`config.mk`:
```
export PLATFORM = sky130hd
export DESIGN_NAME = fifo_v3
export DESIGN_NICKNAME = d
export VERILOG_FILES = /design/src/rtl/fifo_v3.sv
export SDC_FILE = /design/constraint.sdc
export NUM_CORES = 1
export LEC_CHECK = 0
export ABC_CLOCK_PERIOD_IN_PS = 5600
export CORE_MARGIN = 3
export CORE_UTILIZATION = 59
export DETAILED_ROUTE_END_ITERATION = 8
export PLACE_DENSITY = 0.87
export SYNTH_ARGS = -nofsm -noshare
export SYNTH_HDL_FRONTEND = slang
export SYNTH_SLANG_ARGS = --single-unit
```
`constraint.sdc`:
```
create_clock -name clk_i -period 5.6 [get_ports clk_i]
set_input_delay 1.68 -clock clk_i [delete_from_list [all_inputs] [get_ports clk_i]]
set_output_delay 1.68 -clock clk_i [all_outputs]
set_load 0.005 [all_outputs]
```
`src/rtl/fifo_v3.sv`:
```
// Generic synchronous FIFO with optional fall-through output.
// Latency: one cycle push-to-output (zero when FALL_THROUGH and empty).
// Backpressure: push ignored while full, pop ignored while empty.
module fifo_v3 #(
    parameter bit          FALL_THROUGH = 1'b0,
    parameter int unsigned DATA_WIDTH   = 32,
    parameter int unsigned DEPTH        = 8,
    parameter type         dtype        = logic [DATA_WIDTH-1:0],
    parameter int unsigned ADDR_DEPTH   = (DEPTH > 1) ? $clog2(DEPTH) : 1
) (
    input  logic clk_i,
    input  logic rst_ni,
    input  logic flush_i,
    output logic full_o,
    output logic empty_o,
    input  dtype data_i,
    input  logic push_i,
    output dtype data_o,
    input  logic pop_i
);

    localparam int unsigned Depth = (DEPTH > 0) ? DEPTH : 1;
    localparam int unsigned CntW  = ADDR_DEPTH + 1;
    localparam logic [ADDR_DEPTH-1:0] LastPtr = ADDR_DEPTH'(Depth - 1);
    localparam logic [CntW-1:0]       FullCnt = CntW'(Depth);

    logic [ADDR_DEPTH-1:0] rd_ptr_q, rd_ptr_d, wr_ptr_q, wr_ptr_d;
    logic [CntW-1:0]       cnt_q, cnt_d;
    logic                  do_push, do_pop;
    dtype                  mem_q [Depth];

    assign full_o  = (cnt_q == FullCnt);
    assign empty_o = (cnt_q == '0) && !(FALL_THROUGH && push_i);

    always_comb begin
        rd_ptr_d = rd_ptr_q;
        wr_ptr_d = wr_ptr_q;
        cnt_d    = cnt_q;
        data_o   = mem_q[rd_ptr_q];
        do_push  = push_i && !full_o;
        do_pop   = pop_i && !empty_o;
        // A fall-through byte consumed in the same cycle never touches storage.
        if (FALL_THROUGH && (cnt_q == '0) && push_i) begin
            data_o = data_i;
            if (pop_i) begin
                do_push = 1'b0;
                do_pop  = 1'b0;
            end
        end
        if (do_push) begin
            wr_ptr_d = (wr_ptr_q == LastPtr) ? '0 : wr_ptr_q + 1'b1;
        end
        if (do_pop) begin
            rd_ptr_d = (rd_ptr_q == LastPtr) ? '0 : rd_ptr_q + 1'b1;
        end
        if (do_push && !do_pop) begin
            cnt_d = cnt_q + 1'b1;
        end else if (do_pop && !do_push) begin
            cnt_d = cnt_q - 1'b1;
        end
        if (flush_i) begin
            rd_ptr_d = '0;
            wr_ptr_d = '0;
            cnt_d    = '0;
        end
    end

    always_ff @(posedge clk_i or negedge rst_ni) begin
        if (!rst_ni) begin
            rd_ptr_q <= '0;
            wr_ptr_q <= '0;
            cnt_q    <= '0;
            for (int i = 0; i < Depth; i++) begin
                mem_q[i] <= '0;
            end
        end else begin
            rd_ptr_q <= rd_ptr_d;
            wr_ptr_q <= wr_ptr_d;
            cnt_q    <= cnt_d;
            if (do_push && !flush_i) begin
                mem_q[wr_ptr_q] <= data_i;
            end
        end
    end

endmodule

```
[Word-level counts from Yosys, hierarchy flattened]
Index checks and enable logic that the tools add are counted.
Word-level totals
  register bits after elaboration: 266
  input bits: 37
Operators by class
  mux-type cells: 15
  eq/ne operators: 3
  order comparisons: 3
  bitwise gates (word level): 2
  $add $sub $neg: 4
  reduce and logical (&&, ||, !) cells: 15
Operator list (count)
  $bwmux W256: 1
  $bmux W32 S3: 1
  $demux W32 S3: 1
  $mux W32: 3
  $mux W3: 6
  $mux W4: 3
  $ge A4 B4 Y1 const B: 2
  $not A3 Y4: 2
  $add A3 B1 Y3 const B: 2
  $eq A3 B3 Y1 const B: 2
  $logic_and A1 B1 Y1: 6
  $logic_not A1 Y1: 5
  $add A4 B1 Y4 const B: 1
  $eq A4 B4 Y1 const B: 1
  $logic_not A4 Y1: 1
  $lt A4 B1 Y1 const B: 1
  $reduce_bool A2 Y1: 2
  $sub A4 B1 Y4 const B: 1
  $reduce_bool A3 Y1: 1

[Logic depth before layout (Yosys ltp)]
Gate-level depths: netlist (run 1).
  depth after elaboration: 8
  mapped depth: 8
  gate-level depth less buffers: 7

[Least setup slack after synthesis (run 1)]
Ideal clock, no wire load.
  path type: flip-flop to output port
  start point: reg rd_ptr_q[0]
  end point: out data_o[13] (netlist name)
  stages on the path, launching flop included: 5
  arrival: 1.986 ns
  buffers on the path: 2
  required time: 3.920 ns
  setup slack: 1.934 ns
  path through: dfrtp_1 > buf_2 > buf_1 > mux4_2 > mux2_2
RTL lines
  from (decl): RTL line 27  | logic [ADDR_DEPTH-1:0] rd_ptr_q, rd_ptr_d, wr_ptr_q, wr_ptr_d;
  from (signal assigned): RTL line 77  | rd_ptr_q <= rd_ptr_d;
  to (decl): RTL line 18  | output dtype data_o,

==> results of run 1 <==
==> stage by stage <==
| stage | hold slack, ps | total power, mW |
|---|---|---|
| finish | 491 | 6.36 |
| global route | 501 | 6.68 |
| CTS | 493 | 6.42 |
| detailed placement | 480 | 4.58 |
| global placement | 462 | 4.44 |
| floorplan | 452 | 3.80 |
==> path summary, 6_finish.rpt <==
path | from | end | slack, ps | cells past startpoint
setup reg to reg | cnt_q[2]$_DFFE_PN0P_ | cnt_q[3]$_DFFE_PN0P_ | 2490 | 7
min in group asynchronous | rst_ni | mem_q[79]$_DFFE_PN0P_ | 1260 | 1
hold / removal | mem_q[165]$_DFFE_PN0P_ | mem_q[165]$_DFFE_PN0P_ | 490 | 1
max in group asynchronous | rst_ni | mem_q[148]$_DFFE_PN0P_ | 3330 | 2
setup / recovery | rd_ptr_q[1]$_DFFE_PN0P_ | data_o[26] | 990 | 4
hold reg to reg | mem_q[165]$_DFFE_PN0P_ | mem_q[165]$_DFFE_PN0P_ | 490 | 1
==> cell usage after synthesis, drive strengths merged, types with 3 or more instances <==
cell    instances  area (um^2)
mux2          288         3240
dfrtp         266         6660
mux4           64         1440
buf            36          226
clkbuf         13         48.8
a21oi           9         45.0
nand2           9         33.8
ha              6         75.1
nor2            6         25.0
inv             4         15.0
nand3           4         20.0
nor3b           3         45.1
==> area by class of cell <==
| cell class | instances | area share |
|---|---|---|
| sequential | 266 | 0.477 |
| clock inverter | 7 | 0.00609 |
| inverter | 4 | 0.00107 |
| clock buffer | 41 | 0.0586 |
| multi-input combinational | 414 | 0.370 |
| tap | 265 | 0.0237 |
| timing repair buffer | 88 | 0.0638 |
==> power by group through the flow <==
| stage | Sequential [mW] | Clock [mW] | Combinational (mW) |
|---|---|---|---|
| after floorplan | 2.57 | 0 | 1.23 |
| after global placement | 2.64 | 0 | 1.80 |
| after detailed placement | 2.71 | 0 | 1.87 |
| after CTS | 2.68 | 1.84 | 1.90 |
| after global routing | 2.74 | 1.93 | 2.02 |
| final | 2.68 | 1.81 | 1.87 |
==> routing by layer <==
metal | global-route usage | wire length, um
met5 | 0.0159 | 46
met4 | 0.0627 | 553
met3 | 0.0407 | 1100
met2 | 0.415 | 13300
met1 | 0.309 | 10300
==> sequential cells by signal, summed over array words and instances, names as in the netlist <==
register  cells
wr_ptr_q      3
rd_ptr_q      3
cnt_q         4
mem_q       256
==> critical path, stage by stage (launching register included) <==
cell             delay, ps
dfrtp_2                930
buf_12                 340
mux4_2                 350
mux2_2                 310
clkdlybuf4s50_1        460
==> kinds of logic after synthesis <==
kind of cell | synth area share
multiplexers | 0.389
flip-flops | 0.550
buffers and inverters | 0.0240
AND/OR/NAND/NOR | 0.0184
AO/OA/AOI/OAI | 0.00951
adder cells (fa/ha/maj) | 0.00786
XOR/XNOR | 0.00145
==> impl_metrics.tcl, run 1 <==
set metrics [dict create \
    outcome "finished, final reports clean" \
    p_sw_mw 1.68 \
    finalWorstSetupSlack_ps 987 \
    postSynth.asyncResetShare 1.00 \
    drtAntennaViolNets 0 \
    num_rows 51 \
    die_w_um 149 \
    power_frac_clock 0.284 \
    switching_share 0.264 \
    dr.pass1.iters 4 \
    max_freq_ghz 0.217 \
    die_y_um 149 \
    rsz0062_at_grt "false" \
    setup_viol 0 \
    post_drt_wl_per_cell_um 23.3 \
    layout-drive-gt1-share 0.513 \
    grt_pass1_wl_um 41500 \
    clk_latency_ps 520 \
    layout.cells.non_filler 1085 \
    final_area_um2 14000 \
    sequentialPowerShare 0.422 \
    end_kind "output pin" \
    coreArea_um2 19800 \
    final_util 0.706 \
    dpl.cell_count 1037 \
    dp_worst_setup_slack_ps 1220 \
    period_share 0.824 \
    final_max_slew_viol_count 0 \
    clkTransAtPathRegs_ps 60 \
    dieArea_um2 22300 \
    ys.flop_type "dfrtp_1" \
    cts_tree "done" \
    drc_errors 0 \
    cts_root_buffer "clkbuf_16" \
    cts_sinks 266 \
    dr_total_vias 6655 \
    area_growth_pct 15.4 \
    fillers 1217 \
    peakVddDrop_v 0.000323 \
    nets 845 \
    tightest_slew_ps 1100 \
    synth_nets 777 \
    finalSetupTns_ps 0 \
    buffer_ports.inserted 70 \
    cts.repair.resized 0 \
    hold_viol_final 0 \
    syn_area_um2 12100 \
    clockBufferDepth 3 \
    gp_congestion 0.729 \
    ys_ff_latch 266 \
    place_hpwl_um 15400 \
    synthCells 733 \
    via_per_inst 6.13 \
    finClkSkew_ps 13.7 \
    relSlewSlack 0.267 \
    post-cts-setup-buffers 0 \
    place_area_um2 13100 \
    arrival_ps 2930 \
    hold_path_class "reg -> reg" \
    antenna_found_initial 0 \
    final_common_cell "mux2_2" \
    start_util 0.612 \
    grt_pass1_vias 7721 \
    crit_type "reg -> out" \
    ff_latch_area_um2 6660 \
    crit_fanout 36 \
    critPathRequiredTime_ps 3920 \
    numCtsBuffers 27 \
    grt_util_all_layers 0.237 \
    synth.avg_cell_area_um2 16.5 \
    start_kind "register" \
    combPwrFrac 0.294 \
    grt.overflow.total 0 \
    ctsHoldBuffers 0 \
    drt_iter0_markers 356 \
    ys_warn_count 0 \
    seq_area_frac_synth 0.550 \
    power.density_nw_per_um2 455 \
    min_period_ps 4610 \
    h-tree-depth 1 \
    io_pins 71 \
    layout_common_cells "mux2_2, dfrtp_1, clkdlybuf4s50_1" \
    n_antenna_cell 0 \
    synth_cell_types 40 \
    grt_max_degree 136 \
    p_int_mw 4.68 \
    multi_input_area_um2 5170 \
    synth_edf_count 0 \
    p_leak_nw 6.30 \
    drv_cap 0 \
    wirelength_um 25300 \
]
Note: power is estimated with default switching activity, not from simulation.
==> inputs of run 2 (changes only) <==
--- a/config.mk
+++ b/config.mk
@@ -5,7 +5,7 @@
 export SDC_FILE = /design/constraint.sdc
 export NUM_CORES = 1
 export LEC_CHECK = 0
-export ABC_CLOCK_PERIOD_IN_PS = 5600
+export ABC_CLOCK_PERIOD_IN_PS = 4300
 export CORE_MARGIN = 3
 export CORE_UTILIZATION = 59
 export DETAILED_ROUTE_END_ITERATION = 8
==> constraint.sdc (replaced) <==
create_clock -name clk_i -period 4.3 [get_ports clk_i]
set_input_delay 1.29 -clock clk_i [delete_from_list [all_inputs] [get_ports clk_i]]
set_output_delay 1.29 -clock clk_i [all_outputs]
set_load 0.005 [all_outputs]
==> run 2 against run 1 <==
Against the previous run:
- clock-buffer cell count fell by 5
- sequential cell count stayed put
- utilization rose by 0.84 points
- sequential power grew 31%
- die area unchanged
- worst setup slack worse by 770 ps
- design area increased by 1.2%
- first-iteration DRC count grew 27%
- sequential share of layout area is 0.56 points lower
- combinational power grew 33%
- worst hold slack better by 3.8 ps
- critical path type unchanged
- largest power group unchanged
- highest routed layer is now met4
==> impl_metrics.tcl, run 2 (synthesis gave the netlist of run 1 again) <==
set metrics [dict create \
    min_period_ps 4090 \
    grt_pass1_vias 7705 \
    cts.repair.resized 0 \
    grt_max_degree 120 \
    grt.overflow.total 0 \
    drt_iter0_markers 452 \
    fillers 1195 \
    relSlewSlack 0.317 \
    drc_errors 0 \
    post_drt_wl_per_cell_um 23.7 \
    hold_path_class "reg -> reg" \
    num_rows 51 \
    max_freq_ghz 0.245 \
    dr.pass1.iters 4 \
    rsz0062_at_grt "false" \
    nets 851 \
    power.density_nw_per_um2 598 \
    grt_pass1_wl_um 42300 \
    final_max_slew_viol_count 0 \
    slowest_stage "dfrtp_4" \
    clockBufferDepth 3 \
    finalSetupTns_ps 0 \
    biggestRegsByFlops "mem_q x256, cnt_q x4" \
    cts_tree "done" \
    buffer_ports.inserted 70 \
    setup_viol 0 \
    p_leak_nw 6.37 \
    worstPathCellList "buf_4 > mux4_2 > mux2_2 > clkdlybuf4s50_1" \
    end_kind "output pin" \
    critPathRequiredTime_ps 3010 \
    period_share 0.950 \
    drv_cap 0 \
    clkTransAtPathRegs_ps 60 \
    cts_sinks 266 \
    drtAntennaViolNets 0 \
    place_hpwl_um 16000 \
    top_register "mem_q" \
    hold_path_depth 1 \
    dieArea_um2 22300 \
    io_pins 71 \
    grt_util_all_layers 0.242 \
    h-tree-depth 1 \
    max_stage_delay_ps 640 \
    cts_root_buffer "clkbuf_16" \
    n_antenna_cell 0 \
    area_growth_pct 16.8 \
    largest_reg_flops 256 \
    outcome "finished, final reports clean" \
    r2r_cells 7 \
    start_kind "register" \
    final_common_cell "mux2_2" \
    coreArea_um2 19800 \
    peakVddDrop_v 0.000363 \
    finalWorstSetupSlack_ps 215 \
    wirelength_um 25900 \
    crit_family "multiplexers" \
    numCtsBuffers 26 \
    gp_congestion 0.748 \
    dr_total_vias 6763 \
    p_total_mw 8.45 \
    crit_fanout 13 \
    layout-drive-gt1-share 0.522 \
    die_w_um 149 \
    layout_common_cells "mux2_2, dfrtp_1, clkdlybuf4s50_1" \
    crit_cells 4 \
    clk_latency_ps 520 \
    antenna_found_initial 0 \
    dp_worst_setup_slack_ps 599 \
    crit_type "reg -> out" \
    hold_viol_final 0 \
    path_buf_inv 2 \
    arrival_ps 2800 \
    die_y_um 149 \
    tightest_slew_ps 1010 \
    via_per_inst 6.20 \
    finClkSkew_ps 7.35 \
    start_util 0.612 \
]
-- run 2: layout make-up --
cell class,count,area [um^2],share of cell area
Inverter,4,15.0,0.00106
Clock inverter,11,158,0.0112
Timing Repair Buffer,95,1010,0.0717
Sequential cell,266,6660,0.471
Clock buffer,36,790,0.0558
Tap cell,265,332,0.0235
Multi-Input combinational cell,414,5170,0.366
-- run 2: worst register-to-register path, delay by kind of cell (launching register included) --
family	cells	cell delay (ps)
and+or+nand+nor	1	320
adders and majority gates	1	360
muxes	1	170
AOI/OAI and AO/OA	4	1670
DFF	1	450
-- run 2: stage by stage --
step | utilization | instance area (um^2) | hold slack [ps] | std cells
2_1_floorplan | - | 12100 | 452 | 733
6_report | 0.715 | 14100 | 495 | 1091
5_1_grt | 0.715 | 14100 | 508 | 1091
3_5_place_dp | 0.666 | 13200 | 484 | 1043
4_1_cts | 0.714 | 14100 | 499 | 1090
3_3_place_gp | 0.666 | 13200 | 462 | 1043
-- run 2: worst paths after layout --
| kind | startpoint | to | slack, ps |
|---|---|---|---|
| worst max-delay path | rd_ptr_q[0]$_DFFE_PN0P_ | data_o[1] | 210 |
| worst min-delay path | mem_q[130]$_DFFE_PN0P_ | mem_q[130]$_DFFE_PN0P_ | 490 |
| worst max register to register | cnt_q[2]$_DFFE_PN0P_ | cnt_q[3]$_DFFE_PN0P_ | 1220 |
| worst min register to register | mem_q[130]$_DFFE_PN0P_ | mem_q[130]$_DFFE_PN0P_ | 490 |
| max in group asynchronous | rst_ni | mem_q[206]$_DFFE_PN0P_ | 2540 |
| min in group asynchronous | rst_ni | mem_q[14]$_DFFE_PN0P_ | 860 |
-- run 2: metal layers --
layer  GRT usage  wire (um)
met1       0.313      10600
met3      0.0392       1020
met2       0.434      13800
met4      0.0572        497
met5           0          0
-- run 2: where the power goes --
| group | leakage, nW | total (mW) | internal (mW) | switching [mW] |
|---|---|---|---|---|
| clock network | 0.472 | 2.47 | 1.52 | 0.952 |
| registers | 3.50 | 3.51 | 3.11 | 0.400 |
| logic | 2.40 | 2.48 | 1.59 | 0.884 |
| total | 6.37 | 8.45 | 6.22 | 2.24 |
-- run 2: repair_timing --
item | CTS | global route
hold buffers | 0 | 0
setup buffers | 0 | 1
hold endpoints to repair | 0 | 0
endpoints found under the setup margin | 0 | 5
==> inputs of run 3 (changes only) <==
--- a/config.mk
+++ b/config.mk
@@ -7,9 +7,9 @@
 export LEC_CHECK = 0
 export ABC_CLOCK_PERIOD_IN_PS = 4300
 export CORE_MARGIN = 3
-export CORE_UTILIZATION = 59
+export CORE_UTILIZATION = 30
 export DETAILED_ROUTE_END_ITERATION = 8
-export PLACE_DENSITY = 0.87
+export PLACE_DENSITY = 0.54
 export SYNTH_ARGS = -nofsm -noshare
 export SYNTH_HDL_FRONTEND = slang
 export SYNTH_SLANG_ARGS = --single-unit
==> run 3 against run 2 <==
Against the previous run:
- critical path depth unchanged
- non-clock buffer count decreased by 1
- utilization decreased by 34 points
- maximum frequency about the same
- sequential share of layout area decreased by 1.4 points
- critical endpoint is now data_o[10]
==> impl_metrics.tcl, run 3 (synthesis gave the netlist of run 1 again) <==
set metrics [dict create \
    outcome "finished, final reports clean" \
    wirelength_um 26300 \
    p_total_mw 8.54 \
    grt_pass1_wl_um 43000 \
    nets 854 \
    layout_common_cells "mux2_2, dfrtp_1, clkdlybuf4s50_1" \
    final_area_um2 14600 \
    hold_path_depth 1 \
    clkTransAtPathRegs_ps 60 \
    crit_fanout 35 \
    hold_end "mem_q[165]$_DFFE_PN0P_" \
    place_area_um2 13500 \
    arrival_ps 2800 \
    r2r-start "cnt_q[2]$_DFFE_PN0P_" \
    grt.overflow.total 0 \
    min_period_ps 4090 \
    num_rows 72 \
    path_buf_inv 2 \
    end_kind "output pin" \
    coreArea_um2 39300 \
    numCtsBuffers 30 \
    drv_cap 0 \
    start_util 0.308 \
    drt_iter0_markers 232 \
    dieArea_um2 42800 \
    critPathRequiredTime_ps 3010 \
    gp_congestion 0.681 \
    largest_reg_flops 256 \
    cts_root_buffer "clkbuf_16" \
    area_growth_pct 20.4 \
    rr_endpoint "cnt_q[3]$_DFFE_PN0P_" \
    grt_max_degree 76 \
    rsz0062_at_grt "false" \
    cts_sinks 266 \
    peakVddDrop_v 0.000235 \
    place_hpwl_um 15700 \
    dr_total_vias 6538 \
    h-tree-depth 1 \
    grt_pass1_vias 7389 \
    post_drt_wl_per_cell_um 19.5 \
    clockBufferDepth 3 \
    finalSetupTns_ps 0 \
    worstPathCellList "buf_4 > mux4_2 > mux2_2 > clkdlybuf4s50_1" \
    via_per_inst 4.84 \
    power.density_nw_per_um2 586 \
    ctsHoldBuffers 0 \
    max_stage_delay_ps 800 \
    dr.pass1.iters 4 \
    io_pins 71 \
    crit_family "buffers and inverters" \
    cts.repair.resized 0 \
    hold_path_startpoint "mem_q[165]$_DFFE_PN0P_" \
    drc_errors 0 \
    layout-drive-gt1-share 0.519 \
    die_y_um 207 \
    p_leak_nw 6.42 \
    hold_viol_final 0 \
    fin_hold_ws_ps 489 \
    relSlewSlack 0.303 \
    clk_latency_ps 550 \
    hold_path_class "reg -> reg" \
    tightest_slew_ps 1030 \
    n_antenna_cell 0 \
    biggestRegsByFlops "mem_q x256, cnt_q x4" \
    setup_viol 0 \
    cts_tree "done" \
    final_common_cell "mux2_2" \
    die_w_um 207 \
    buffer_ports.inserted 70 \
    period_share 0.951 \
    grt_util_all_layers 0.127 \
    r2r_setup_slack_ps 1210 \
    antenna_found_initial 1 \
    max_freq_ghz 0.245 \
    final_max_slew_viol_count 0 \
    finClkSkew_ps 12.5 \
    crit_type "reg -> out" \
    startpoint "rd_ptr_q[1]$_DFFE_PN0P_" \
    start_kind "register" \
    slowest_stage "dfrtp_4" \
    drtAntennaViolNets 0 \
    r2r_cells 7 \
    top_register "mem_q" \
]
-- run 3: cell type report --
class | instances | area (um^2)
Fill cell | 3776 | 24700
Sequential cell | 266 | 6670
Multi-Input combinational cell | 414 | 5170
Timing Repair Buffer | 94 | 1040
Clock buffer | 45 | 887
Tap cell | 518 | 648
Clock inverter | 10 | 143
Inverter | 4 | 15.0
-- run 3: power breakdown --
part | switching [mW] | internal [mW] | leakage [nW]
Clock | 1.02 | 1.60 | 0.505
Combinational | 0.841 | 1.60 | 2.41
Sequential | 0.371 | 3.11 | 3.50
Total | 2.23 | 6.31 | 6.42
-- run 3: stage by stage --
stage,setup slack [ps],utilization,cells
2_1_floorplan,1020,-,733
3_3_place_gp,622,0.344,1295
3_5_place_dp,585,0.344,1295
4_1_cts,25.3,0.370,1350
5_1_grt,95.8,0.371,1351
6_report,213,0.371,1351
-- run 3: what timing repair did --
action                                 CTS  global route
endpoints found under the hold margin    0             0
setup buffers                            0             1
setup endpoints to repair                0            14
-- run 3: worst max path at each step --
stage / endpoint / depth (start not counted)
global route: data_o[10] / 4
CTS: data_o[24] / 4
floorplan: data_o[13] / 4
global placement: mem_q[173]$_DFFE_PN0P_ / 5
finish: data_o[10] / 4
detailed placement: mem_q[167]$_DFFE_PN0P_ / 5
-- run 3: layer usage --
metal  global-route usage  vias to the layer above  routed length [um]
met2                0.205                       80               12200
met3               0.0210                       29                 822
met1                0.182                     3508               12900
li1                     -                     2919                   -
met5                    0                        -                  18
met4               0.0270                        2                 381
==> variant 1, RTL diff (flow settings as in run 2) <==
Set the parameter `DEPTH` to 16 (it was 8).
--- a/src/rtl/fifo_v3.sv
+++ b/src/rtl/fifo_v3.sv
@@ -4,7 +4,7 @@
 module fifo_v3 #(
     parameter bit          FALL_THROUGH = 1'b0,
     parameter int unsigned DATA_WIDTH   = 32,
-    parameter int unsigned DEPTH        = 8,
+    parameter int unsigned DEPTH        = 16,
     parameter type         dtype        = logic [DATA_WIDTH-1:0],
     parameter int unsigned ADDR_DEPTH   = (DEPTH > 1) ? $clog2(DEPTH) : 1
 ) (
Behaviour: same outputs for any inputs over 4 cycles, from zero or initial values and one cycle with rst_ni low; that may be too few to reach the edited logic, so the function may still have changed.
==> variant 1 against run 2 <==
Wire length is 110% higher; sequential power is 68% higher; power is 59% higher; sequential cell count is 259 higher; non-clock buffer count is 15 higher; cell area is 91% higher; first-iteration DRC count is 130% higher; die area is 93% higher; setup slack worse by 0.036 ns; synthesized area is 97% higher; largest cell class unchanged.
==> variant 1: results (changes against run 2) <==
- The run finished with clean final reports.
- The wire length of the first global-routing pass came to 85.2 mm (+100%).
- The share of cells above drive strength 1 came to 46.3% (-5.8 points).
- The pin count of the biggest net entering global routing was 90 (-25%).
- The worst vdd rail ir drop is 0.443 mV (+22%).
- The number of nets in the synthesized netlist is 1559 (+100%).
- The ratio of routed vias to standard cells is 6.40 (+3.3%).
- The total iterations of the first detailed-routing run is 5 (+1).
- The insertion delay of the later-clocked pin in the worst-skew pair came to 0.59 ns (+0.07 ns).
- In the final layout, the registers with the most flip-flops are mem_q: 512 flops, cnt_q: 5 flops.
- The leakage power of the design is 12.7 nW (+99%).
- The total cell area at the placement stage is 0.0252 sq mm (+91%).
- Sorting the synthesized cells by how often they occur yields 525 x sky130_fd_sc_hd__dfrtp_1, 450 x sky130_fd_sc_hd__mux2_2, 128 x sky130_fd_sc_hd__mux4_2.
- The worst slew margin relative to its limit is 51.7% (+20 points).
- The mean area per synthesized cell is 15.8 sq um (-4.4%).
- The kind of cell with the highest combined delay on the critical path is buffers and inverters.
- The setup slack at placement is 0.253 ns (-0.347 ns).
- The depth of the CTS H-tree is 2 (+1).
- The slowest stage of the critical path is the sky130_fd_sc_hd__mux4_2 cell.
- The count of yosys warnings during synthesis was 0 (unchanged).
- The worst endpoint data arrival time is 2.83 ns (+0.03 ns).
- The count of non-filler cells in the finished layout is 2109 (+93%).
- The clock transition at the register clock pins on the worst setup and hold paths after CTS came to 0.06 ns (about the same).
- The number of antenna violations at the first check in global routing is 2 (+2).
- The total clock buffers created by CTS was 53 (+100%).
- The number of DRC markers in iteration 0 was 1051 (+130%).
- The delay of the slowest cell on the worst path is 0.54 ns (-0.10 ns).
- The cell-internal power is 0.00985 W (+58%).
- The antenna cell count was 0 (unchanged).
- The count of buffers from port buffering is 70 (unchanged).
- The final standard cell utilization of the core is 67.6% (-3.8 points).
- The aggregate global-route resource usage is 25.2% (+0.93 points).
- The last weighted congestion value of the routability-driven placer is 0.787 (+5.3%).
- The sequential share of the synthesized area is 55.0% (about the same).
- The count of distinct cell types in the synthesized netlist came to 45 (+13%).
- CTS placed an instance of sky130_fd_sc_hd__clkbuf_16 at the clock tree root.
- The sum of routed wire length over all layers is 53.5 mm (+110%).
- The worst clock skew is 0.0255 ns (+0.0181 ns).
- The buffer levels on the longest clock path was 3 (unchanged).
- In this run the worst hold path is classified as reg2reg.
- The net total in the final layout is 1588 (+87%).
- The highest net fanout along the worst path is 37 (+24).
- The fill cell instance count of the final layout is 2632 (+120%).
- The via count of the first global-routing pass is 14700 (+91%).
- The post-placement cell count is 2010 (+93%).
- The HPWL reported at the end of detailed placement is 30.0 mm (+88%).
- Yosys attributes the largest share of cell area to sky130_fd_sc_hd__dfrtp_1 55%, sky130_fd_sc_hd__mux2_2 21%, sky130_fd_sc_hd__mux4_2 12%, sky130_fd_sc_hd__mux2_1 3.0%, sky130_fd_sc_hd__a22oi_1 2.0%.
- The fraction of registers with async set/reset came to 100% (unchanged).
==> variant 1: cell types whose count changed in the layout (fill, tap and decap cells not counted), sizes merged, moves of 15 or more <==
| cell | delta |
|---|---|
| nand2 | +42 |
| mux4 | +64 |
| clkbuf | +44 |
| mux2 | +225 |
| a22oi | +64 |
| dfrtp | +259 |
| buf | +15 |
==> variant 1: power by group through the flow <==
stage               Combinational [W]  Clock, W  Sequential (W)
finish                        0.00300   0.00455         0.00588
global route                  0.00325   0.00485         0.00595
CTS                           0.00301   0.00462         0.00589
detailed placement            0.00298         0         0.00597
global placement              0.00291         0         0.00591
floorplan                     0.00193         0         0.00579
==> variant 1: cell families after synthesis <==
kind of cell / synth area share, %
XOR/XNOR: 0.110
adder cells (fa/ha/maj): 0.556
flip-flops: 55.0
AND/OR/NAND/NOR: 1.99
AO/OA/AOI/OAI: 3.00
multiplexers: 36.4
buffers and inverters: 2.92
==> variant 1: area by class of cell <==
class | instances | share of cell area [%]
inverter | 5 | 0.0697
sequential | 525 | 48.8
clock inverter | 18 | 0.585
tap | 525 | 2.44
multi-input combinational | 846 | 37.5
clock buffer | 80 | 5.87
timing repair buffer | 110 | 4.78
==> variant 1: through the flow <==
stage / total power (W) / hold WS (ns)
after floorplan: 0.00771 / 0.459
after global placement: 0.00882 / 0.468
after detailed placement: 0.00895 / 0.477
after CTS: 0.0135 / 0.490
after global routing: 0.0140 / 0.503
final: 0.0134 / 0.489
==> variant 1: timing repair <==
item                       in CTS  in global routing
setup endpoints to repair       0                  3
setup buffers                   0                  1
resized for setup               0                  0
==> variant 1: worst register-to-register path: cells and delay by family (launching register included) <==
family | cells | cell delay, ns
adder cells (fa/ha/maj) | 1 | 0.48
AO/OA/AOI/OAI | 3 | 1.01
flip-flops | 1 | 0.46
AND/OR/NAND/NOR | 4 | 1.67
==> variant 1: final timing paths <==
path	slack [ns]	from	depth (start not counted)	to
min in group asynchronous	0.66	rst_ni	1	mem_q[366]
min	0.49	mem_q[142]	1	mem_q[142]
min reg2reg	0.49	mem_q[142]	1	mem_q[142]
max	0.18	rd_ptr_q[0]	5	data_o[10]
max reg2reg	0.63	cnt_q[2]	8	cnt_q[4]
max in group asynchronous	2.73	rst_ni	2	rd_ptr_q[0]
==> variant 1: layer usage <==
metal | up-vias | track usage (%) | part of all wire, %
met2 | 417 | 42.4 | 51
met5 | - | 0 | 0.045
met1 | 7252 | 34.5 | 40
li1 | 5715 | - | -
met3 | 114 | 3.68 | 5.8
met4 | 4 | 7.72 | 2.7
==> variant 2, RTL diff (config.mk and constraints of run 2) <==
Made on the original files. Reset style: synchronous (`rst_ni`), changed in one clocked block.
--- a/src/rtl/fifo_v3.sv
+++ b/src/rtl/fifo_v3.sv
@@ -65,7 +65,7 @@
         end
     end
 
-    always_ff @(posedge clk_i or negedge rst_ni) begin
+    always_ff @(posedge clk_i) begin
         if (!rst_ni) begin
             rd_ptr_q <= '0;
             wr_ptr_q <= '0;
Behaviour: differs if rst_ni is asserted again (counterexample within 4 cycles, from zero or initial values and one cycle with rst_ni low); with rst_ni held inactive, the same outputs for 4 cycles.
==> variant 2 against run 2 <==
Wire length is 8.4% higher; critical path depth stayed put; synthesized cell count rose by 11%; worst hold slack gained 0.040 ns; setup slack better by 0.17 ns; count of clock-buffer cells in the layout fell by 4; synthesized area is 2.4% lower; cell area decreased by 2.2%; register-to-register slack hardly changed; utilization fell by 0.86 points; sequential cell count rose by 3; critical endpoint is now data_o[19]; largest cell class unchanged.
Power is not compared: it rests on default switching activity, and its combinational part moved more than twofold at a synthesized area within 25%.
==> variant 2: results (changes against run 2) <==
- The run finished with clean final reports.
- The number of DRC markers in iteration 0 came to 908 (+100%).
- By count the netlist is led by 256 x sky130_fd_sc_hd__edfxtp_1, 236 x sky130_fd_sc_hd__nor2_1, 68 x sky130_fd_sc_hd__nand2_1.
- The highest net fanout along the worst path is 12 (-1).
- The wire length of the first global-routing pass is 44.1 mm (+4.2%).
- The met3 track utilization from global routing is 4.29% (+0.37 points).
- The met2 usage in global routing was 44.0% (+0.62 points).
- The overall via count from detail_route is 7399 (+9.4%).
- The worst clock skew came to 0.00606 ns (-0.00128 ns).
- The share of cells above drive strength 1 was 21.0% (-31 points).
- The count of distinct cell types in the synthesized netlist is 34 (-15%).
- The total clock buffers created by CTS is 25 (-3.8%).
- On the critical path, the stage with the largest delay is an instance of sky130_fd_sc_hd__mux4_2.
- The ratio of routed vias to standard cells was 6.30 (+1.6%).
- The total iterations of the first detailed-routing run is 5 (+1).
- The HPWL reported at the end of detailed placement is 16.7 mm (+4.6%).
- The fill cell instance count of the final layout was 1156 (-3.3%).
- The aggregate global-route resource usage is 26.4% (+2.1 points).
- The fraction of met1 tracks used by global routing is 34.9% (+3.6 points).
- The number of enable-type register cells in the synthesized netlist came to 256 (+256).
- The net total in the final layout is 937 (+10%).
- Yosys attributes the largest share of cell area to sky130_fd_sc_hd__edfxtp_1 65%, sky130_fd_sc_hd__mux4_2 12%, sky130_fd_sc_hd__nor2_1 7.5%, sky130_fd_sc_hd__mux2_2 3.1%, sky130_fd_sc_hd__dfxtp_1 2.2%.
- The number of nets in the synthesized netlist is 862 (+11%).
- The via count of the first global-routing pass came to 7848 (+1.9%).
- The post-detailed-route wirelength per cell is 23.9 um (+0.68%).
- The last weighted congestion value of the routability-driven placer came to 0.797 (+6.5%).
- The most used flip-flop cell after synthesis is sky130_fd_sc_hd__edfxtp_1.
- The fraction of registers with async set/reset is 0% (-100 points).
- The antenna cell count is 0 (unchanged).
- The number of post-CTS setup repair buffers is 0 (unchanged).
- The sequential share of the synthesized area was 67.3% (+12 points).
- The buffer levels on the longest clock path is 3 (unchanged).
- The delay of the slowest cell on the worst path is 0.53 ns (-0.11 ns).
- The transition at the pin with the smallest max-transition slack was 1.02 ns (+0.0125 ns).
- The mean area per synthesized cell is 14.5 sq um (-12%).
- The post-placement cell count was 1130 (+8.3%).
- The worst vdd rail ir drop is 0.278 mV.
- The worst endpoint data arrival time is 2.63 ns (-0.17 ns).
- The pin count of the biggest net entering global routing was 64 (-47%).
-- variant 2: layout make-up --
cell class	count	area, sq um	share of cell area (%)
flip-flops and latches	269	7950	57.5
clock buffers	32	736	5.32
multi-input cells	486	3700	26.7
well taps	265	332	2.40
inverters	4	15.0	0.109
repair buffers	106	1010	7.29
clock inverters	13	90.1	0.651
-- variant 2: per-stage QoR --
step	util (%)	setup slack (ns)	area [sq um]
floorplan	-	-0.460	11800
global placement	66.4	0.676	13000
detailed placement	66.4	0.637	13000
CTS	70.6	0.339	13800
global route	70.6	0.270	13800
finish	70.6	0.381	13800
-- variant 2: per-layer routing --
layer  up-vias  part of all wire, %  routed length [um]
met2       546                   51               14300
li1       3124                    -                   -
met5         -                    0                   0
met3       101                   10                2930
met1      3628                   35                9780
met4         0                  3.8                1070
-- variant 2: final timing paths --
path | from | end | slack (ns) | depth (start not counted)
max | flip-flop | data_o[19] | 0.38 | 4
min | rd_ptr_q[1] | flip-flop | 0.53 | 2
max reg2reg | cnt_q[3] | cnt_q[3] | 1.22 | 10
min reg2reg | rd_ptr_q[1] | flip-flop | 0.53 | 2
-- variant 2: power groups by stage --
stage               logic (W)  registers [W]  clock network (W)
floorplan            0.000330        0.00306                  0
global placement     0.000557        0.00307                  0
detailed placement   0.000569        0.00308                  0
CTS                  0.000577        0.00303            0.00222
global route         0.000620        0.00303            0.00232
finish               0.000576        0.00303            0.00220
-- variant 2: kinds of logic (layout without fill, tap and decap cells) --
family / Yosys count / count (layout) / share of synthesized area (%)
multiplexers: 101 / 101 / 15.7
buffers and inverters: 62 / 155 / 2.33
XOR/XNOR: 2 / 2 / 0.148
AND/OR/NAND/NOR: 358 / 358 / 12.6
flip-flops: 269 / 269 / 67.3
AO/OA/AOI/OAI: 17 / 17 / 1.04
adder cells (fa/ha/maj): 8 / 8 / 0.911
-- variant 2: tightest hold or removal path: stages (launching register included) --
cell	delay [ns]
sky130_fd_sc_hd__dfxtp_1	0.31
sky130_fd_sc_hd__a21oi_1	0.12
sky130_fd_sc_hd__nor2_1	0.06
